--- src/rtl/mem_port_arbiter.sv ---
// mem_port_arbiter: shares one fixed-latency single-port memory between fetch (I) and load/store (D) requesters
module mem_port_arbiter #(
  parameter int ADDR_W = 32,
  parameter int DATA_W = 32,
  parameter int MEM_LATENCY = 1,
  parameter int CNT_W = 16
) (
  input  logic                clk,
  input  logic                rst,
  input  logic                i_req,
  input  logic [ADDR_W-1:0]   i_addr,
  input  logic                i_flush,
  output logic                i_ack,
  output logic [DATA_W-1:0]   i_rdata,
  input  logic                d_req,
  input  logic                d_we,
  input  logic [ADDR_W-1:0]   d_addr,
  input  logic [DATA_W-1:0]   d_wdata,
  input  logic [DATA_W/8-1:0] d_wstrb,
  output logic                d_ack,
  output logic [DATA_W-1:0]   d_rdata,
  output logic                mem_en,
  output logic                mem_we,
  output logic [ADDR_W-1:0]   mem_addr,
  output logic [DATA_W-1:0]   mem_wdata,
  output logic [DATA_W/8-1:0] mem_wstrb,
  input  logic [DATA_W-1:0]   mem_rdata,
  output logic [CNT_W-1:0]    conflict_cnt
);
  typedef enum logic [1:0] {IDLE, WAIT, RESP} state_t;
  state_t           state_q, state_d;
  logic             own_d_q, own_d_d;
  logic             flush_q, flush_d;
  logic [3:0]       cnt_q, cnt_d;
  logic [CNT_W-1:0] conflict_q, conflict_d;
  logic             idle, resp, issue_d, issue_i;
  always_comb begin
    idle = state_q == IDLE && !rst;
    resp = state_q == RESP && !rst;
    issue_d = idle && d_req;
    issue_i = idle && !d_req && i_req && !i_flush;
    mem_en = issue_d || issue_i;
    mem_we = issue_d && d_we;
    mem_addr = issue_d ? d_addr : i_addr;
    mem_wdata = d_wdata;
    mem_wstrb = mem_we ? d_wstrb : '0;
    d_ack = resp && own_d_q;
    i_ack = resp && !own_d_q && !flush_q && !i_flush;
    d_rdata = d_ack ? mem_rdata : '0;
    i_rdata = i_ack ? mem_rdata : '0;
    conflict_cnt = conflict_q;
    state_d = state_q;
    cnt_d = cnt_q;
    own_d_d = own_d_q;
    flush_d = 1'b0;
    conflict_d = (idle && d_req && i_req && !(&conflict_q)) ? conflict_q + 1'b1 : conflict_q;
    if (mem_en) begin
      state_d = MEM_LATENCY == 1 ? RESP : WAIT;
      cnt_d = 4'(MEM_LATENCY - 1);
      own_d_d = issue_d;
    end
    // a fetch can never issue with i_flush high, so the flag only arms while waiting
    if (state_q == WAIT) begin
      cnt_d = cnt_q - 1'b1;
      state_d = cnt_q == 4'd1 ? RESP : WAIT;
      flush_d = flush_q || (!own_d_q && i_flush);
    end
    if (state_q == RESP) state_d = IDLE;
  end
  always_ff @(posedge clk) begin
    if (rst) begin
      state_q <= IDLE;
      cnt_q <= '0;
      own_d_q <= 1'b0;
      flush_q <= 1'b0;
      conflict_q <= '0;
    end else begin
      state_q <= state_d;
      cnt_q <= cnt_d;
      own_d_q <= own_d_d;
      flush_q <= flush_d;
      conflict_q <= conflict_d;
    end
  end
endmodule

--- config.mk ---
export PLATFORM = sky130hd
export DESIGN_NAME = mem_port_arbiter
export DESIGN_NICKNAME = d
export VERILOG_FILES = /design/src/rtl/mem_port_arbiter.sv
export SDC_FILE = /design/constraint.sdc
export NUM_CORES = 1
export LEC_CHECK = 0
export ABC_AREA = 1
export BUFFER_PORTS_ARGS = -buffer_cell sky130_fd_sc_hd__clkbuf_2
export CORE_AREA = 2 2 114 116
export CTS_CLUSTER_DIAMETER = 200
export DETAILED_ROUTE_END_ITERATION = 7
export DIE_AREA = 0 0 116 118
export PLACE_DENSITY_LB_ADDON = 0.3
export SETUP_SLACK_MARGIN = 0.4
export SLEW_MARGIN = 0
export SYNTH_ARGS = -nofsm -noshare
export SYNTH_HDL_FRONTEND = slang
export SYNTH_SLANG_ARGS = --single-unit
--- constraint.sdc ---
create_clock -name clk -period 1.4 [get_ports clk]
set_clock_uncertainty 0.1 [all_clocks]
set_input_delay 0.28 -clock clk [delete_from_list [all_inputs] [get_ports clk]]
set_output_delay 0.28 -clock clk [all_outputs]
set_load 0.05 [all_outputs]
* Word level (Yosys, flattened, before mapping)
Index checks and enable logic that the tools add are counted.
** Operators by class
- Divide/modulo/power cells :: 0
- $lt $le $gt $ge :: 0
- Shift-type cells :: 0
- Reductions and logical operators :: 27
- Add/sub/neg operators :: 2
- $mul :: 0
- Eq/ne operators :: 3
- Muxes and demuxes :: 9
- Bitwise logic cells :: 1
** Operators with widths (number)
- 2-to-1 mux 32 bit :: 3
- adder 16 x 1 -> 16 bit (second input constant) :: 1
- AND reduction 16 bit :: 1
- logical AND 1 bit :: 14
- 2-to-1 mux 4 bit :: 3
- zero test 1 bit :: 6
- 2-to-1 mux 2 bit :: 3
- equality test 4 x 1 -> 1 bit (second input constant) :: 1
- OR reduction 2 bit :: 2
- subtractor 4 x 1 -> 4 bit (second input constant) :: 1
- equality test 2 x 1 -> 1 bit (second input constant) :: 1
- equality test 2 bit (second input constant) :: 1
- zero test 2 bit :: 1
- logical OR 1 bit :: 2
- nonzero test 2 bit :: 1
- inverter 1 bit :: 1
** Word-level totals
- Input port bits :: 138
- Latch bits :: 0
- Bits in writable memories :: 0
- Memories kept :: 0
- Bits in read-only memories :: 0
- Register bits after elaboration :: 24
- Logic and storage cells :: 47

* Depth between registers and ports, before layout
Gate-level depths: netlist of run 1.
- Word-level depth :: 8
- Gate-level depth with buffers :: 9

* Worst setup path after synthesis of run 1
OpenSTA, ideal clock, no wires.
- Kind :: input to output
- Start :: input rst
- End :: output d_rdata[22]
- Slack :: -0.606 ns
- Stages :: 5
- Buffers on the path :: 2
- Data arrival time :: 1.626 ns
- Data required time :: 1.020 ns
- Path through :: buf_6 nor3_1 nand2_1 clkbuf_1 nor2_1
** On the way
- Word-level cells in the longest chain between the ends :: 4
** RTL lines
- start, declared :: RTL line 9 : input logic rst,
- zero test 1 bit :: RTL line 39 : resp = state_q == RESP && !rst;
- logical AND 1 bit :: RTL line 39
- logical AND 1 bit :: RTL line 47 : d_ack = resp && own_d_q;
- 2-to-1 mux 32 bit :: RTL line 49 : d_rdata = d_ack ? mem_rdata : '0;
- end, declared :: RTL line 21 : output logic [DATA_W-1:0] d_rdata,
No other way between the ends.

* Final worst setup path of run 1
- Start :: register state_q[1]
- End :: output mem_addr[21]
** On the way
- Word-level cells in the longest chain between the ends :: 4
** RTL lines
- start, declared :: RTL line 31 : state_t state_q, state_d;
- start signal, assigned :: RTL line 78 : state_q <= state_d;
- zero test 2 bit :: RTL line 38 : idle = state_q == IDLE && !rst;
- logical AND 1 bit :: RTL line 38
- logical AND 1 bit :: RTL line 40 : issue_d = idle && d_req;
- 2-to-1 mux 32 bit :: RTL line 44 : mem_addr = issue_d ? d_addr : i_addr;
- end, declared :: RTL line 24 : output logic [ADDR_W-1:0] mem_addr,
No other way between the ends.

==> flow_summary.json, run 1 <==
{
  "status": "finished with violations",
  "violated_checks": "negative setup slack",
  "grt_pass1_vias": 4186,
  "timing_worst_slew_pin_value_ns": 0.3790,
  "gpl_congestion": 0.8622,
  "via_per_inst": 4.351,
  "critical-path-top-cell-by-count": "buf_12",
  "synth_top_family_by_area": "simple AND/OR/NAND/NOR gates",
  "use_met2_pct": 39.66,
  "final.setup.tns_ns": -60.73,
  "vias": 3872,
  "initial_standard_cell_utilization_of_the_core_pct": 19.50,
  "synth_area_leaders": "nand2_1, dfxtp_1, nor2_1",
  "synth_nets": 592,
  "wire_length_reported_by_the_detailed_router_mm": 14.20,
  "flow.area_growth_from_synthesis_pct": 236.5,
  "cp_num_buf_inv": 5,
  "compound_gate_fraction_of_synth_area_pct": 5.116,
  "period_share_pct": 142.6,
  "synth_simple_gate_area_share_pct": 47.80,
  "post_dp_hpwl_mm": 9.786,
  "post_route_cells_drive_above_1_share_pct": 77.16,
  "clkLatencyLatePin_ns": 0.26,
  "placementRows": 41,
  "dr.first_iter.drc_count": 114,
  "timing.critical_path.slowest_cell_delay_ns": 0.36,
  "antennaDiodeCount": 0,
  "groute.layer.met3.usage_pct": 3.141,
  "final_critical_path_setup_slack_ns": -0.5963,
  "synth_commonest_cells": "nand2_1, nor2_1, inv_1, buf_4, dfxtp_1",
  "clock-sinks": 24,
  "post_synth_inst_count": 451,
  "floorplan.die_area_mm2": 0.01369,
  "finalMaxSlewViolations": 0,
  "max-clock-path-buffers": 2,
  "min_path_type": "input port to register",
  "synth.area.mux_share_pct": 0,
  "static-leakage-power_nw": 3.581,
  "dominantRegCellSynth": "dfxtp_1",
  "grt_first_pass_wirelength_mm": 21.27,
  "number_of_i_o_pins": 290,
  "post_drt_wl_per_cell_um": 15.95,
  "drt_first_pass_iters": 4,
  "path_delay_family": "buffers and inverters",
  "worst_setup_path_start_kind": "register",
  "grt_max_degree": 21,
  "remaining_drc_errors": 0,
  "ff2ff_setup_slack_ns": -0.42,
  "cp.required_ns": 1.02,
  "maxClockFrequency_ghz": 0.5009,
  "final_net_count": 860,
  "share_of_the_yosys_chip_area_belonging_to_registers_pct": 19.84,
  "die_x_um": 116,
  "yosys_warnings": 0,
  "maxCapViolCount": 0,
  "vdd_drop_max_mv": 0.3128,
  "htree_levels": 1,
  "ys_ff_latch": 24,
  "post_cts_hold_buffer_count": 0,
  "place_inst": 857,
  "clkTransAtPathRegs_ns": 0.06,
  "number_of_cts_inserted_buffers": 3,
  "gr-usage-all-layers_pct": 19.40,
  "category_of_the_worst_setup_path_capture_point": "primary output",
  "core_area_mm2": 0.01241,
  "worstPathArrival_ns": 1.62,
  "synth_fa_ha_area_share_pct": 1.550,
  "timing.final.crit_period_ns": 1.996,
  "count_of_buffers_from_port_buffering": 225,
  "met1_usage_pct": 19.02,
  "grt_residual_overflow": 0,
  "timing.critical_path.slowest_stage_cell": "dfxtp_4",
  "setup_viol_count_final": 126,
  "drtAntennaViolNets": 0,
  "synth_area_mm2": 0.002421,
  "finalHoldViolCount": 0,
  "pwr_density_cell_mw_per_mm2": 417.3,
  "die-height_um": 118,
  "synth_edf_count": 0,
  "setup_repair_after_global_routing_missed_its_margin": "true",
  "timing.slew.headroom_pct": 74.70,
  "synth.largest_area_cell": "nand2_1",
  "yosys.cell_types.count": 27,
  "cts_root_buf": "clkbuf_16",
  "grt.busiest_layer": "met2",
  "final_core_util_pct": 65.62,
  "critical_path.max_fanout": 5,
  "final_cell_count_no_fill": 890,
  "yosysTopAreaCellShare_pct": 24.19,
  "grt_antenna_before_repair": 0,
  "yosysMostFrequentCell": "nand2_1",
  "worst-setup-path-type": "register to primary output",
  "timing.critical_path.cells": "nor2_4 > nand3_4 > buf_12 > clkinv_8 > buf_12 > buf_6 > nand2_8 > nand2_8 > buf_12",
  "postSynth.asyncResetShare_pct": 0,
  "tritoncts": "done",
  "synth_xor_xnor_area_share_pct": 2.532,
  "avgSynthCellArea_um2": 5.368
}
## layout make-up
class,count,area (µm²)
timing repair inverter,1,16.27
inverter,64,269.0
timing repair buffer,309,3810
sequential,24,548.0
clock buffer,4,88.84
fill,910,4268
tap,172,215.2
multi-input combinational,316,3199
## worst reg2reg max path, stage by stage, from the launching register on
cell and delay, ns:
dfxtp_4 0.36, nor2_4 0.12, nand3_4 0.18, clkinv_8 0.14, buf_12 0.16, buf_6 0.11
nand2_4 0.05, nor2_8 0.15, buf_12 0.16, nand3_4 0.07, nand2_2 0.06, nor2_2 0.04
## cells in the final DEF, fill, tap and decap left out, types with 2 or more instances in the layout
| master | n |
|---|---|
| a21oi_1 | 5 |
| a21oi_2 | 13 |
| buf_12 | 55 |
| buf_4 | 32 |
| buf_6 | 32 |
| buf_8 | 22 |
| clkbuf_16 | 36 |
| clkbuf_2 | 105 |
| clkbuf_8 | 30 |
| clkinv_8 | 2 |
| clkinvlp_4 | 3 |
| dfxtp_1 | 6 |
| dfxtp_4 | 18 |
| ha_1 | 2 |
| inv_1 | 56 |
| inv_2 | 3 |
| nand2_1 | 47 |
| nand2_2 | 25 |
| nand2_4 | 33 |
| nand2_8 | 53 |
| nand3_1 | 10 |
| nand3_2 | 3 |
| nand3_4 | 2 |
| nand4_1 | 7 |
| nor2_1 | 15 |
| nor2_2 | 7 |
| nor2_4 | 71 |
| nor3_1 | 3 |
| o21ai_0 | 4 |
| xnor2_1 | 3 |
| xor2_1 | 4 |
## final timing paths
kind / startpoint / end / cells after the start
max: state_q[1] / mem_addr[21] / 9
min: rst / own_d_q / 3
max reg2reg: state_q[1] / conflict_cnt[13] / 11
min reg2reg: cnt_q[3] / cnt_q[3] / 2
## per-stage QoR
| step | setup WS (ns) | hold WS (ns) | instance area, µm² | power [mW] |
|---|---|---|---|---|
| final | -0.5963 | 0.3516 | 8147 | 3.399 |
| after global routing | -0.6511 | 0.3738 | 8147 | 3.529 |
| after CTS | -0.5930 | 0.3444 | 7759 | 3.277 |
| after detailed placement | -0.4856 | 0.3573 | 6077 | 2.248 |
| after global placement | -0.4410 | 0.3488 | 6077 | 2.228 |
| after floorplan | -0.2575 | 0.3389 | 4179 | 1.956 |
## per-layer routing
| metal | wire, µm | share of wire [%] | up-vias |
|---|---|---|---|
| met2 | 8220 | 58 | 162 |
| met4 | 399 | 2.8 | 0 |
| met1 | 4728 | 33 | 1811 |
| met3 | 852 | 6.0 | 39 |
| met5 | 0 | 0 | - |
| li1 | - | - | 1860 |
## repair_timing
action | 4_1_cts | 5_1_grt
hold endpoints to repair | 0 | 0
endpoints found under the setup margin | 143 | 143
buffers inserted | 19 | 5
cloned | 3 | 2
gates resized for setup | 269 | 98
pin swaps | 21 | 21
## where the power goes
part           total (mW)  leakage, nW  internal (mW)  switching, mW
sequential          0.666        0.208          0.658        0.00738
clock               0.696       0.0442          0.438          0.258
combinational        2.04         3.33          0.911           1.13
total                3.40         3.58           2.01           1.39
## logic make-up (layout without fill, tap and decap cells)
family                   Yosys count  in the layout
AO/OA/AOI/OAI                     24             25
AND/OR/NAND/NOR                  281            281
flip-flops                        24             24
XOR/XNOR                           7              7
buffers and inverters            112            378
adder cells (fa/ha/maj)            3              3
## flip-flops by register name (all words and copies together), names as in the netlist
register / flops
conflict_cnt: 16
cnt_q: 4
state_q: 2
flush_q: 1
own_d_q: 1
No activity file was read; power rests on OpenSTA's default activity.
==> inputs of run 2 (changes only) <==
Settings changed: PLACE_DENSITY_LB_ADDON 0.3 to not set.
==> flow_summary.json, run 2 (synthesis gave the netlist of run 1 again) <==
{
  "period_share_pct": 141.3,
  "timing.critical_path.slowest_cell_delay_ns": 0.36,
  "grt_residual_overflow": 0,
  "timing.final.crit_period_ns": 1.978,
  "met1_usage_pct": 19.66,
  "tritoncts": "done",
  "finalHoldViolCount": 0,
  "status": "finished with violations",
  "violated_checks": "negative setup slack",
  "finalMaxSlewViolations": 0,
  "initial_standard_cell_utilization_of_the_core_pct": 19.50,
  "worst-setup-path-type": "register to primary output",
  "most_common_library_cell_in_the_layout_ignoring_fill_and_taps": "clkbuf_2",
  "min_path_type": "input port to register",
  "remaining_drc_errors": 0,
  "cp.required_ns": 1.02,
  "dpl-instance-area_mm2": 0.006050,
  "floorplan.die_area_mm2": 0.01369,
  "final_cell_count_no_fill": 881,
  "setup_repair_after_global_routing_missed_its_margin": "true",
  "groute.layer.met3.usage_pct": 4.737,
  "grt_pass1_vias": 4073,
  "timing.critical_path.slowest_stage_cell": "dfxtp_4",
  "drt_first_pass_iters": 4,
  "placementRows": 41,
  "gr-usage-all-layers_pct": 18.92,
  "cp_num_buf_inv": 5,
  "post-route-cell-area_mm2": 0.008046,
  "vdd_drop_max_mv": 0.3956,
  "critical_path.max_fanout": 6,
  "gpl_congestion": 0.8065,
  "drtAntennaViolNets": 0,
  "post_route_cells_drive_above_1_share_pct": 76.41,
  "layout.cells.most_common_list": "clkbuf_2, nor2_4, buf_8",
  "clkTransAtPathRegs_ns": 0.06,
  "fill_cells": 895,
  "final_net_count": 850,
  "worst_setup_path_start_kind": "register",
  "via_per_inst": 4.334,
  "post_drt_wl_per_cell_um": 15.94,
  "count_of_buffers_from_port_buffering": 225,
  "vias": 3818,
  "dr.first_iter.drc_count": 69,
  "post-place-ws_ns": -0.4034,
  "flow.area_growth_from_synthesis_pct": 232.4,
  "use_met2_pct": 37.43,
  "clock-sinks": 24,
  "htree_levels": 1,
  "grt_first_pass_wirelength_mm": 20.91,
  "grt_max_degree": 18,
  "final_critical_path_setup_slack_ns": -0.5777,
  "report.power.total_mw": 3.420,
  "static-leakage-power_nw": 3.442,
  "die_x_um": 116,
  "worstPathArrival_ns": 1.60,
  "grt.busiest_layer": "met2",
  "path_delay_family": "buffers and inverters",
  "final_core_util_pct": 64.82,
  "core_area_mm2": 0.01241,
  "pwr_density_cell_mw_per_mm2": 425.0,
  "largest_register_ffs": 16,
  "number_of_i_o_pins": 290,
  "grt_antenna_before_repair": 1,
  "place_inst": 852,
  "die-height_um": 118,
  "wire_length_reported_by_the_detailed_router_mm": 14.04,
  "timing_worst_slew_pin_value_ns": 0.3403,
  "category_of_the_worst_setup_path_capture_point": "primary output",
  "critical-path-top-cell-by-count": "buf_12",
  "max-clock-path-buffers": 2,
  "cts_root_buf": "clkbuf_16",
  "post_dp_hpwl_mm": 9.220,
  "timing.critical_path.cells": "nor2_4 > nand3_4 > buf_12 > buf_16 > buf_12 > buf_8 > nand2_8 > buf_12",
  "number_of_cts_inserted_buffers": 3,
  "maxClockFrequency_ghz": 0.5056,
  "maxCapViolCount": 0,
  "setup_viol_count_final": 127,
  "clkLatencyLatePin_ns": 0.26,
  "timing.slew.headroom_pct": 77.29
}
==> run 2: cell types whose count changed in the layout (fill, tap and decap cells not counted), moves of 3 or more <==
| cell | change |
|---|---|
| buf_8 | +35 |
| buf_12 | -3 |
| clkbuf_8 | -28 |
| nor2_1 | +3 |
| buf_6 | -11 |
==> run 2: per-layer routing <==
metal,up-vias,part of all wire (%)
li1,1846,-
met1,1794,33
met2,154,58
met3,24,7.2
met4,0,1.6
met5,-,0
==> run 2: power by group <==
part	switching [mW]	internal, mW	total (mW)
registers	0.00787	0.658	0.666
clock network	0.261	0.438	0.699
logic	1.14	0.917	2.06
==> run 2: final timing paths <==
kind                   start              end  slack, ns  depth (start not counted)
setup / recovery  state_q[1]           mem_en      -0.58                          8
hold / removal           rst         cnt_q[1]       0.33                          3
setup reg to reg  state_q[1]  conflict_cnt[1]      -0.44                         10
hold reg to reg     cnt_q[3]         cnt_q[3]       0.37                          2
==> run 2: tightest hold or removal path, stage by stage <==
cell and delay (ns):
clkbuf_2 0.17, buf_4 0.16, a21oi_2 0.03
==> run 2: cell type report <==
type                       instances  area (µm²)  area share, %
multi-input combinational        316        3186          39.59
antenna                            1       2.502        0.03110
sequential                        24       548.0          6.811
timing repair inverter             1       11.26         0.1399
timing repair buffer             299        3726          46.31
clock buffer                       4       88.84          1.104
tap                              172       215.2          2.675
inverter                          64       269.0          3.343
==> run 2: per-stage QoR <==
stage	hold WS, ns	TNS (ns)
floorplan	0.3389	-22.66
global placement	0.3478	-36.61
detailed placement	0.3648	-39.30
CTS	0.3194	-64.83
global route	0.3326	-67.36
finish	0.3284	-59.14
==> run 2: what timing repair did <==
action,CTS,global route
pin swaps,6,26
setup buffers,15,4
setup endpoints to repair,144,144
hold buffers,0,0
cloned,3,2
resized for setup,261,117
==> inputs of run 3 (changes only) <==
Settings changed: CTS_BUF_LIST set to sky130_fd_sc_hd__clkbuf_2.
Clock period 1.4 ns to 2.2 ns, I/O delays scaled along.
==> flow_summary.json, run 3 (synthesis gave the netlist of run 1 again) <==
{
  "status": "finished with violations",
  "violated_checks": "negative setup slack",
  "post_cts_hold_buffer_count": 0,
  "min_delay_path_depth": 2,
  "timing.slew.headroom_pct": 74.27,
  "tritoncts": "done",
  "htree_levels": 1,
  "final.setup.tns_ns": -0.6675,
  "worst_setup_path_start_kind": "register",
  "wire_length_reported_by_the_detailed_router_mm": 13.06,
  "die-height_um": 118,
  "pwr_density_cell_mw_per_mm2": 268.5,
  "vias": 3554,
  "critical_path.max_fanout": 23,
  "met1_usage_pct": 20.63,
  "number_of_i_o_pins": 290,
  "flow.area_growth_from_synthesis_pct": 184.2,
  "worst_hold_slack_ns": 0.2226,
  "post_dp_hpwl_mm": 7.989,
  "die_x_um": 116,
  "grt_antenna_before_repair": 3,
  "timing_worst_slew_pin_value_ns": 0.3845,
  "cp.required_ns": 1.66,
  "grt.busiest_layer": "met2",
  "grt_first_pass_wirelength_mm": 18.73,
  "count_of_buffers_from_port_buffering": 225,
  "timing.hold.worst_endpoint": "own_d_q",
  "finalHoldViolCount": 0,
  "post_drt_wl_per_cell_um": 15.53,
  "dpl-instance-area_mm2": 0.004930,
  "placementRows": 41,
  "report.power.total_mw": 1.847,
  "final_net_count": 809,
  "remaining_drc_errors": 0,
  "post_route_cells_drive_above_1_share_pct": 69.12,
  "category_of_the_worst_setup_path_capture_point": "primary output",
  "clkTransAtPathRegs_ns": 0.24,
  "r2r_path_start": "state_q[1]",
  "setup_repair_after_global_routing_missed_its_margin": "true",
  "setup_viol_count_final": 44,
  "maxCapViolCount": 0,
  "floorplan.die_area_mm2": 0.01369,
  "cts_root_buf": "clkbuf_2",
  "clock-sinks": 24,
  "final_critical_path_setup_slack_ns": -0.03462,
  "gr-usage-all-layers_pct": 17.28,
  "most_common_library_cell_in_the_layout_ignoring_fill_and_taps": "clkbuf_2",
  "initial_standard_cell_utilization_of_the_core_pct": 19.50,
  "gpl_congestion": 0.7480,
  "ff2ff_setup_slack_ns": 0.42,
  "grt_max_degree": 25,
  "maxClockFrequency_ghz": 0.4475,
  "via_per_inst": 4.226,
  "min_path_type": "input port to register",
  "hold_start": "rst",
  "timing.rr.end": "conflict_cnt[5]",
  "largest_register_ffs": 16,
  "cells_on_worst_reg2reg_path": 10,
  "drtAntennaViolNets": 0,
  "dr.first_iter.drc_count": 172,
  "max-clock-path-buffers": 2,
  "use_met2_pct": 31.40,
  "timing.final.crit_period_ns": 2.235,
  "groute.layer.met3.usage_pct": 4.016,
  "period_share_pct": 101.6,
  "layout.cells.most_common_list": "clkbuf_2, nor2_4, nand2_1",
  "drt_first_pass_iters": 4,
  "finalMaxSlewViolations": 0,
  "static-leakage-power_nw": 3.089,
  "number_of_cts_inserted_buffers": 3,
  "worstPathArrival_ns": 1.69,
  "grt_pass1_vias": 3476,
  "clkLatencyLatePin_ns": 0.35,
  "post-route-cell-area_mm2": 0.006880,
  "vdd_drop_max_mv": 0.1824,
  "grt_residual_overflow": 0,
  "worst-setup-path-type": "register to primary output",
  "core_area_mm2": 0.01241
}
run 3: cell count changes in the layout (fill, tap and decap cells not counted), moves of 11 or more:
cell / delta
buf_12: -24
buf_4: -23
buf_6: -18
buf_8: -34
clkbuf_16: -17
clkbuf_2: +19
clkbuf_8: +49
dfxtp_2: +13
dfxtp_4: -15
nand2_1: +19
nand2_2: -11
nand2_8: -16
run 3: repair_timing:
| item | CTS | global route |
|---|---|---|
| gates resized for setup | 270 | 67 |
| buffers inserted | 11 | 5 |
| endpoints found under the setup margin | 120 | 121 |
| pin swaps | 6 | 17 |
| cloned | 8 | 1 |
run 3: metrics by stage:
| step | std cells | utilization, % | setup WS, ns |
|---|---|---|---|
| 2_1_floorplan | 451 | - | 0.2676 |
| 3_3_place_gp | 810 | 39.71 | 0.04341 |
| 3_5_place_dp | 810 | 39.71 | 0.03996 |
| 4_1_cts | 833 | 53.21 | -0.05180 |
| 5_1_grt | 839 | 55.38 | -0.1398 |
| 6_report | 841 | 55.42 | -0.03462 |
run 3: worst max-delay path by stage:
stage / startpoint / to / slack, ns / cells past startpoint
floorplan: rst / i_rdata[10] / 0.27 / 5
global placement: rst / mem_wstrb[0] / 0.04 / 7
detailed placement: rst / mem_wstrb[0] / 0.04 / 7
CTS: state_q[0] / d_rdata[12] / -0.05 / 5
global route: state_q[0] / d_rdata[22] / -0.14 / 5
finish: state_q[0] / d_rdata[12] / -0.03 / 5
run 3: worst max-delay path, cell delays in order, from the launching register on:
cell	delay, ns
dfxtp_4	0.42
nor3_4	0.28
nand2_4	0.11
buf_12	0.20
nor2_4	0.13
clkbuf_8	0.18
run 3: metal layers:
metal / share of wire (%) / vias to the layer above
met2: 54 / 158
met1: 38 / 1626
met5: 0.10 / -
met3: 7.3 / 18
li1: - / 1750
met4: 1.2 / 2
run 3: cell type report:
| type | count | area, µm² |
|---|---|---|
| clock buffers | 3 | 15.01 |
| inverters | 64 | 277.8 |
| well taps | 172 | 215.2 |
| multi-input cells | 316 | 2878 |
| repair buffers | 256 | 2888 |
| diodes | 2 | 5.005 |
| clock inverters | 1 | 3.754 |
| repair inverters | 3 | 90.09 |
| flip-flops and latches | 24 | 508.0 |
| fillers | 1081 | 5534 |
run 3: report_power, final:
part / internal [mW] / switching [mW] / leakage, nW
Clock: 0.0395 / 0.139 / 0.0140
Combinational: 0.533 / 0.691 / 2.87
Sequential: 0.438 / 0.00601 / 0.203
